[src/rtl/servant_wb_decoder.sv]
// Wishbone 1-to-NS decoder for the SERV data bus: routes by the top SW address bits,
// acks unmapped regions with an error. Define SERVANT_WB_TIMEOUT_EN to add a bus watchdog.
module servant_wb_decoder #(
  parameter int unsigned     NS       = 4,
  parameter int unsigned     SW       = 2,
  parameter logic [NS-1:0]   AUTO_ACK = NS'(4'b1110),
  parameter int unsigned     TIMEOUT  = 255
) (
  input  logic             i_clk,
  input  logic             i_rst_n,
  input  logic [31:0]      i_wb_cpu_adr,
  input  logic [31:0]      i_wb_cpu_dat,
  input  logic [3:0]       i_wb_cpu_sel,
  input  logic             i_wb_cpu_we,
  input  logic             i_wb_cpu_cyc,
  output logic [31:0]      o_wb_cpu_rdt,
  output logic             o_wb_cpu_ack,
  output logic             o_wb_cpu_err,
  output logic [31:0]      o_wb_s_adr,
  output logic [31:0]      o_wb_s_dat,
  output logic [3:0]       o_wb_s_sel,
  output logic             o_wb_s_we,
  output logic [NS-1:0]    o_wb_s_cyc,
  input  logic [NS*32-1:0] i_wb_s_rdt,
  input  logic [NS-1:0]    i_wb_s_ack
);

  if (NS < 2 || NS > 16 || (1 << SW) < NS || TIMEOUT < 1 || TIMEOUT > 65535) begin : g_bad_param
    $error("servant_wb_decoder: illegal parameter combination");
  end

  typedef enum logic [1:0] {StIdle, StActive, StResp} state_e;

  state_e          state_q;
  logic [SW-1:0]   idx_q;
  logic [NS-1:0]   cyc_q;
  logic            ack_q;
  logic            err_q;
  logic [31:0]     rdt_q;

  logic [SW-1:0]   req_idx;
  logic            req_mapped;
  logic [NS-1:0]   req_onehot;
  logic            sel_ack;
  logic [31:0]     sel_rdt;

`ifdef SERVANT_WB_TIMEOUT_EN
  localparam logic [15:0] TimeoutLast = 16'(TIMEOUT - 1);
  logic [15:0]     cnt_q;
`endif

  assign o_wb_s_adr = i_wb_cpu_adr;
  assign o_wb_s_dat = i_wb_cpu_dat;
  assign o_wb_s_sel = i_wb_cpu_sel;
  assign o_wb_s_we  = i_wb_cpu_we;

  assign req_idx    = i_wb_cpu_adr[31:32-SW];
  assign req_mapped = 32'(req_idx) < NS;

  // Decode the incoming address, and mux the ack/data of the latched slave.
  always_comb begin
    req_onehot = '0;
    sel_ack    = 1'b0;
    sel_rdt    = '0;
    for (int unsigned k = 0; k < NS; k++) begin
      if (32'(req_idx) == k) req_onehot[k] = 1'b1;
      if (32'(idx_q) == k) begin
        sel_ack = AUTO_ACK[k] | i_wb_s_ack[k];
        sel_rdt = i_wb_s_rdt[32*k +: 32];
      end
    end
  end

  always_ff @(posedge i_clk or negedge i_rst_n) begin
    if (!i_rst_n) begin
      state_q <= StIdle;
      idx_q   <= '0;
      cyc_q   <= '0;
      ack_q   <= 1'b0;
      err_q   <= 1'b0;
      rdt_q   <= '0;
`ifdef SERVANT_WB_TIMEOUT_EN
      cnt_q   <= '0;
`endif
    end else begin
      case (state_q)
        StIdle: begin
          if (i_wb_cpu_cyc) begin
            idx_q <= req_idx;
            if (req_mapped) begin
              state_q <= StActive;
              cyc_q   <= req_onehot;
`ifdef SERVANT_WB_TIMEOUT_EN
              cnt_q   <= '0;
`endif
            end else begin
              state_q <= StResp;
              ack_q   <= 1'b1;
              err_q   <= 1'b1;
              rdt_q   <= '0;
            end
          end
        end
        StActive: begin
          // Abort takes priority over a same-cycle slave ack.
          if (!i_wb_cpu_cyc) begin
            state_q <= StIdle;
            cyc_q   <= '0;
          end else if (sel_ack) begin
            state_q <= StResp;
            cyc_q   <= '0;
            ack_q   <= 1'b1;
            err_q   <= 1'b0;
            rdt_q   <= sel_rdt;
          end
`ifdef SERVANT_WB_TIMEOUT_EN
          else if (cnt_q == TimeoutLast) begin
            state_q <= StResp;
            cyc_q   <= '0;
            ack_q   <= 1'b1;
            err_q   <= 1'b1;
            rdt_q   <= 32'hDEADBEEF;
          end else begin
            cnt_q <= cnt_q + 16'd1;
          end
`endif
        end
        StResp: begin
          state_q <= StIdle;
          ack_q   <= 1'b0;
          err_q   <= 1'b0;
        end
        default: begin
          state_q <= StIdle;
          cyc_q   <= '0;
          ack_q   <= 1'b0;
          err_q   <= 1'b0;
        end
      endcase
    end
  end

  assign o_wb_s_cyc   = cyc_q;
  assign o_wb_cpu_ack = ack_q;
  assign o_wb_cpu_err = err_q;
  assign o_wb_cpu_rdt = rdt_q;

endmodule

[config.mk]
export PLATFORM = sky130hd
export DESIGN_NAME = servant_wb_decoder
export DESIGN_NICKNAME = d
export VERILOG_FILES = /design/src/rtl/servant_wb_decoder.sv
export SDC_FILE = /design/constraint.sdc
export NUM_CORES = 1
export LEC_CHECK = 0
export ABC_AREA = 1
export CORE_AREA = 4 4 117 119
export CTS_BUF_LIST = sky130_fd_sc_hd__clkbuf_8
export DETAILED_ROUTE_END_ITERATION = 6
export DIE_AREA = 0 0 121 123
export PLACE_DENSITY_LB_ADDON = 0.05
export SYNTH_ARGS = -nofsm -noshare
export SYNTH_HDL_FRONTEND = slang
export SYNTH_SLANG_ARGS = --single-unit
[constraint.sdc]
create_clock -name i_clk -period 2.7 [get_ports i_clk]
set_input_delay 0.54 -clock i_clk [delete_from_list [all_inputs] [get_ports i_clk]]
set_output_delay 0.54 -clock i_clk [all_outputs]
set_load 0.05 [all_outputs]
# ---- Word level (Yosys, flattened, before mapping)
# Index checks and enable logic that the tools add are counted.
dict set report totals {
  out_inout_bits 107
  regBits 42
  input_bits 204
  elab_cells 54
}
dict set report classes {
  eq_ne 12
  n_bitwise 2
  reduce_logical 8
  mux 26
}
# operator count
set op_table {}
lappend op_table {{32-bit 2-to-1 mux} 4}
lappend op_table {{1-bit 2-to-1 mux} 12}
lappend op_table {{4-bit 2-to-1 mux} 3}
lappend op_table {{4-bit case mux with 3 select lines} 1}
lappend op_table {{2-bit equality test, second input constant} 5}
lappend op_table {{3-bit AND reduction} 3}
lappend op_table {{2-bit by 1-bit equality test with 1-bit output, second input constant} 3}
lappend op_table {{2-bit zero test} 3}
lappend op_table {{2-bit 2-to-1 mux} 3}
lappend op_table {{2-bit inequality test, second input constant} 3}
lappend op_table {{1-bit case mux with 2 select lines} 2}
lappend op_table {{2-bit case mux with 2 select lines} 1}
lappend op_table {{2-bit AND reduction} 2}
lappend op_table {{3-bit inequality test, second input constant} 1}
lappend op_table {{1-bit NOT} 2}

# ---- Depth between registers and ports, before layout
# Gate-level depths: netlist of run 1.
dict set report depth {
  depth_word 8
  depth_mapped 9
  mapped_depth_nobuf 7
}

# ---- Worst setup path before layout of run 1
# No wires, ideal clock.
dict set report synth_path {
  kind {input to register}
  start {input i_wb_cpu_cyc}
  end {register rdt_q[10], in the netlist o_wb_cpu_rdt[10]}
  required_ps 2582
  path_stages 7
  setup_time_ps 118
  path_buffers 2
  t_arrival_ps 1174
  path_slack_ps 1408
  cell_sequence {inv_1 -> nor2_1 -> nand2_2 -> buf_6 -> buf_4 -> nand2_1 -> nand2_1}
}
dict set report synth_between {
  elab_chain_cells 1
}
# element line
set synth_lines {}
lappend synth_lines {{start, declared} 15} ;# input logic i_wb_cpu_cyc,
lappend synth_lines {{3-bit AND reduction (no line)} n/a}
lappend synth_lines {{end signal, assigned} 114} ;# rdt_q <= sel_rdt;
lappend synth_lines {{end, declared} 39} ;# logic [31:0] rdt_q;
# Every way passes these cells.
# A chain may end at the register's enable or synchronous reset.

# ---- Worst setup path in the final report of run 1
dict set report layout_path {
  start {register rdt_q[3], in the netlist o_wb_cpu_rdt[3]}
  end {output o_wb_cpu_rdt[3]}
}
# element line
set layout_lines {}
lappend layout_lines {{end, declared} 16} ;# output logic [31:0] o_wb_cpu_rdt,
# No word-level cell between the ends.

==> impl_metrics.yaml, run 1 <==
critical_path:
  path_class: "reg -> out"
  critPathMaxFanout: 2
  cp_top_family: "buffers and inverters"
  cp_cell_sequence: "clkdlybuf4s50_1"
  cp_slowest_cell: "clkdlybuf4s50_1"
  path_buf_inv: 1
  cp-end-kind: "output port"
  reg2reg_from: "idx_q[1]"
  slowest_delay_ns: 0.85
  critPathLaunch: "o_wb_cpu_rdt[3]"
  cp-start-kind: "flip-flop"
  arrival_ns: 1.51
  crit_required_ns: 2.16
  rrSetupSlack_ns: 0.70
timing:
  hold_viol_final: 0
  max_freq_mhz: 488
  setup_violations: 0
  fin_worst_skew_ns: 0.00374
  tightest_slew_ns: 1.10
  slew_violations: 0
  rsz0062_at_grt: "no"
  setup_tns_ns: 0
  fin_crit_sh: 0.758
  period_minus_slack_ns: 2.05
  maxSlewHeadroom: 0.268
floorplanning:
  core_um2: 12600
  ios: 311
  dieHeight_um: 123
  die_area_um2: 14900
  die_x_um: 121
  start_util: 0.244
  rows: 41
synthesis:
  synth_area_leaders: "dfrtp_1, nand2_1, buf_4, nor2_1, nand3_1"
  netlist_instances: 471
  ys_warn_count: 0
  syn_area_per_cell_um2: 6.51
  synth_nets: 675
  yosys.area.top_type: "dfrtp_1"
  synth_cell_types: 15
  synth_top_area_frac: 0.335
  synth_area_um2: 3070
  ys_ff_latch: 41
  seq_area_frac_synth: 0.335
final_layout:
  layout_common_cells: "nand2_1, clkdlybuf4s50_1, nor2_1"
  nNetsFinal: 772
  num_antenna_cells: 0
  n_fill_cell: 1376
  utilization: 0.358
  fin_cells: 741
  drive_gt1_frac: 0.0475
  postLayoutCellArea_um2: 4510
  area_growth_pct: 46.9
  final_common_cell: "nand2_1"
clocking:
  cts_tree: "yes"
  cts_buffers: 5
  cts_num_sinks: 41
  clk_pin_slew_ns: 0.09
  ctsRootBufferMaster: "clkbuf_8"
  cts_resized: 0
  cts_buffer_depth: 2
  cts_setup_buffers: 0
  clkLatencyLatePin_ns: 0.30
  h-tree-depth: 2
  hold_buffers: 0
placement:
  dp_cells: 733
  place_area_um2: 4420
  portBuffers: 172
  dpl.hpwl_mm: 8.12
  gp_congestion: 0.749
hold_path:
  hp-class: "in -> async"
pwr:
  total_power_mw: 3.85
  combPwrFrac: 0.627
  p_leak_nw: 2.14
  p_int_mw: 1.88
  max-vdd-ir-drop_mv: 0.260
  p_sw_frac: 0.510
  p_switching_mw: 1.96
  pwr-share-seq: 0.263
  power.share.clock: 0.110
  power.density_nw_per_um2: 854
grt:
  grtUsageTotal: 0.145
  grt_pass1_wl_mm: 17.1
  grt_pass1_vias: 3259
  antenna_found_initial: 0
  grt.overflow.total: 0
  grt_max_degree: 67
detailed_routing:
  vias: 3157
  drc: 0
  antenna_left: 0
  firstDrtPassIters: 6
  wl_mm: 11.0
  drt_iter0_drc: 96
  wl_per_cell_um: 14.9
  viasPerCell: 4.26
flow_run:
  maxCapViolCount: 0
run_status:
  outcome: "finished, final reports clean"
## layout make-up
| cell class | count | area [um2] | area share |
|---|---|---|---|
| well taps | 172 | 215 | 0.0478 |
| inverters | 9 | 33.8 | 0.00750 |
| multi-input cells | 327 | 1340 | 0.298 |
| clock inverters | 3 | 17.5 | 0.00389 |
| clock buffers | 5 | 68.8 | 0.0153 |
| flip-flops and latches | 41 | 1030 | 0.228 |
| repair buffers | 184 | 1800 | 0.400 |
## routing by layer
metal | up-vias | GRT usage | wire (um) | part of all wire
li1 | 1582 | - | - | -
met1 | 1402 | 0.186 | 4990 | 0.45
met2 | 150 | 0.236 | 4830 | 0.44
met3 | 23 | 0.0540 | 1090 | 0.099
met4 | 0 | 0.0269 | 116 | 0.011
met5 | - | 0 | 0 | 0
## power groups by stage
| stage | combinational (mW) | sequential [mW] | clock (mW) |
|---|---|---|---|
| after floorplan | 0.981 | 1.80 | 0 |
| final | 2.41 | 1.01 | 0.424 |
| after detailed placement | 2.45 | 1.02 | 0 |
| after global routing | 2.61 | 1.06 | 0.469 |
| after global placement | 2.45 | 1.02 | 0 |
| after CTS | 2.46 | 1.02 | 0.440 |
## cells by family after synthesis
kind of cell / Yosys count / synth area share
and+or+nand+nor: 291 / 0.378
DFF: 41 / 0.335
AOI/OAI and AO/OA: 35 / 0.0579
buffers and inverters: 103 / 0.228
other: 1 / 0.00122
## state kept, by name (all words and copies together), names as in the netlist
name,flops
o_wb_s_cyc,4
state_q,2
o_wb_cpu_ack,1
o_wb_cpu_rdt,32
idx_q,2
## cell usage after synthesis (all sizes together)
cell type  instances
nand2            182
buf               90
nor2              73
dfrtp             41
nand3             36
o21ai             34
inv                9
clkbuf             4
conb               1
o21bai             1
## worst paths after layout
path                                    end  depth (start not counted)
setup / recovery            o_wb_cpu_rdt[3]                          1
hold / removal              o_wb_cpu_rdt[9]                          1
setup reg to reg           o_wb_cpu_rdt[18]                          5
hold reg to reg               o_wb_s_cyc[2]                          2
max in group asynchronous   o_wb_cpu_rdt[0]                          2
min in group i_clk            o_wb_s_cyc[2]                          2
## through the flow
| stage | setup WS, ns | hold WS (ns) |
|---|---|---|
| final | 0.653 | 0.0271 |
| after global routing | 0.380 | 0.0173 |
| after CTS | 0.617 | 0.0190 |
| after detailed placement | 0.578 | 0.349 |
| after global placement | 0.583 | 0.352 |
| after floorplan | 1.41 | 0.244 |
Power figures use the tool's default switching activity.
==> run 2, diff against run 1 <==
--- a/config.mk
+++ b/config.mk
@@ -6,10 +6,10 @@
 export NUM_CORES = 1
 export LEC_CHECK = 0
 export ABC_AREA = 1
-export CORE_AREA = 4 4 117 119
+export CORE_AREA = 4 4 119 121
 export CTS_BUF_LIST = sky130_fd_sc_hd__clkbuf_8
 export DETAILED_ROUTE_END_ITERATION = 6
-export DIE_AREA = 0 0 121 123
+export DIE_AREA = 0 0 123 125
 export PLACE_DENSITY_LB_ADDON = 0.05
 export SYNTH_ARGS = -nofsm -noshare
 export SYNTH_HDL_FRONTEND = slang
==> constraint.sdc (replaced) <==
create_clock -name i_clk -period 1.85 [get_ports i_clk]
set_input_delay 0.37 -clock i_clk [delete_from_list [all_inputs] [get_ports i_clk]]
set_output_delay 0.37 -clock i_clk [all_outputs]
set_load 0.05 [all_outputs]
==> run 2 against run 1 <==
Effect of this change: clock power up 85%; highest routed layer unchanged; core utilization fell by 1.2 points; register-to-register slack worse by 0.41 ns; die area up 3.3%; cell area rose by 0.64%.
==> impl_metrics.yaml, run 2 (synthesis results as in run 1) <==
floorplanning:
  die_area_um2: 15400
  dieHeight_um: 125
  ios: 311
  core_um2: 13100
  start_util: 0.234
  die_x_um: 123
  rows: 42
clocking:
  cts_buffer_depth: 2
  h-tree-depth: 2
  clkLatencyLatePin_ns: 0.30
  cts_tree: "yes"
  cts_num_sinks: 41
  cts_setup_buffers: 0
  ctsRootBufferMaster: "clkbuf_8"
  cts_buffers: 5
  clk_pin_slew_ns: 0.08
grt:
  grt.overflow.total: 0
  grt_max_degree: 41
  grtUsageTotal: 0.145
  grt_pass1_vias: 3286
  grt_pass1_wl_mm: 17.6
  antenna_found_initial: 0
timing:
  hold_viol_final: 0
  slew_violations: 0
  fin_crit_sh: 0.844
  setup_violations: 0
  worst_slack_ns: 0.289
  period_minus_slack_ns: 1.56
  setup_tns_ns: 0
  max_freq_mhz: 641
  fin_worst_skew_ns: 0.00259
  rsz0062_at_grt: "no"
critical_path:
  crit_required_ns: 2.09
  cp_slowest_cell: "dfrtp_1"
  slowest_delay_ns: 0.47
  cp-start-kind: "flip-flop"
  cp_cell_sequence: "buf_4, inv_1, nor2_2, buf_4, nand2_1, nand3_1, nand2_1, nand2_1"
  path_class: "reg -> reg"
  critPathMaxFanout: 17
  arrival_ns: 1.81
  cp-end-kind: "flip-flop"
  crit_top_cell: "nand2_1"
hold_path:
  hp-class: "reg -> reg"
final_layout:
  drive_gt1_frac: 0.117
  fin_cells: 749
  largest_register_ffs: 32
  layout_common_cells: "nand2_1, clkdlybuf4s50_1, nor2_1"
  n_fill_cell: 1405
  multi_input_area_um2: 1340
  num_antenna_cells: 0
  nNetsFinal: 776
  area_growth_pct: 47.9
  regArea_um2: 1030
  final_common_cell: "nand2_1"
detailed_routing:
  antenna_left: 0
  wl_per_cell_um: 15.3
  drt_iter0_drc: 110
  viasPerCell: 4.24
  drc: 0
  firstDrtPassIters: 6
  wl_mm: 11.5
  vias: 3176
pwr:
  total_power_mw: 5.72
  power.density_nw_per_um2: 1260
  max-vdd-ir-drop_mv: 0.462
  p_leak_nw: 2.24
placement:
  gp_congestion: 0.726
  pre_cts_ws_ns: 0.139
  portBuffers: 172
  dp_cells: 740
  dpl.hpwl_mm: 8.46
run_status:
  outcome: "finished, final reports clean"
flow_run:
  maxCapViolCount: 0
-- run 2: changes by cell type in the layout (fill, tap and decap cells not counted), sizes merged --
cell	previous run	this run
buf	15	55
bufinv	0	1
clkbuf	5	6
clkdlybuf4s50	169	132
clkinv	2	0
dlygate4sd3	0	1
-- run 2: layout make-up --
cell class                 count  area share
timing repair buffer         188       0.395
multi-input combinational    327       0.296
sequential                    41       0.226
tap                          176      0.0486
clock buffer                   6      0.0182
clock inverter                 2     0.00828
inverter                       9     0.00745
-- run 2: worst paths after layout --
check                         startpoint          endpoint  slack, ns  cells after the start
max in group asynchronous        i_rst_n  o_wb_cpu_rdt[25]       0.76                      3
hold reg to reg            o_wb_s_cyc[3]     o_wb_s_cyc[3]       0.48                      2
setup reg to reg                idx_q[0]  o_wb_cpu_rdt[17]       0.29                      8
hold / removal             o_wb_s_cyc[3]     o_wb_s_cyc[3]       0.48                      2
min in group asynchronous        i_rst_n  o_wb_cpu_rdt[23]       0.49                      2
setup / recovery                idx_q[0]  o_wb_cpu_rdt[17]       0.29                      8
-- run 2: where the power goes --
part	internal [mW]	leakage, nW	switching [mW]
Sequential	1.25	0.518	0.208
Combinational	1.16	1.66	2.31
Clock	0.439	0.0574	0.345
Total	2.85	2.24	2.87
-- run 2: per-layer routing --
layer,share of wire,GRT usage,up-vias
li1,-,-,1586
met1,0.42,0.180,1404
met2,0.44,0.235,167
met3,0.13,0.0596,19
met4,0.011,0.0332,0
met5,0,0,-
-- run 2: timing repair --
action	in CTS	in global routing
resized for setup	0	0
hold endpoints to repair	10	0
hold buffers	1	0
-- run 2: per-stage QoR --
| step | util | hold WS [ns] | area (um2) |
|---|---|---|---|
| 2_1_floorplan | - | 0.0744 | 3070 |
| 6_report | 0.347 | 0.482 | 4530 |
| 5_1_grt | 0.347 | 0.503 | 4530 |
| 4_1_cts | 0.347 | 0.486 | 4530 |
| 3_3_place_gp | 0.337 | 0.271 | 4400 |
| 3_5_place_dp | 0.337 | 0.276 | 4400 |
-- run 2: critical path, delay by kind of cell (launching register included) --
family	cells	cell delay, ns
and+or+nand+nor	5	0.39
buffers and inverters	3	0.63
DFF	1	0.47
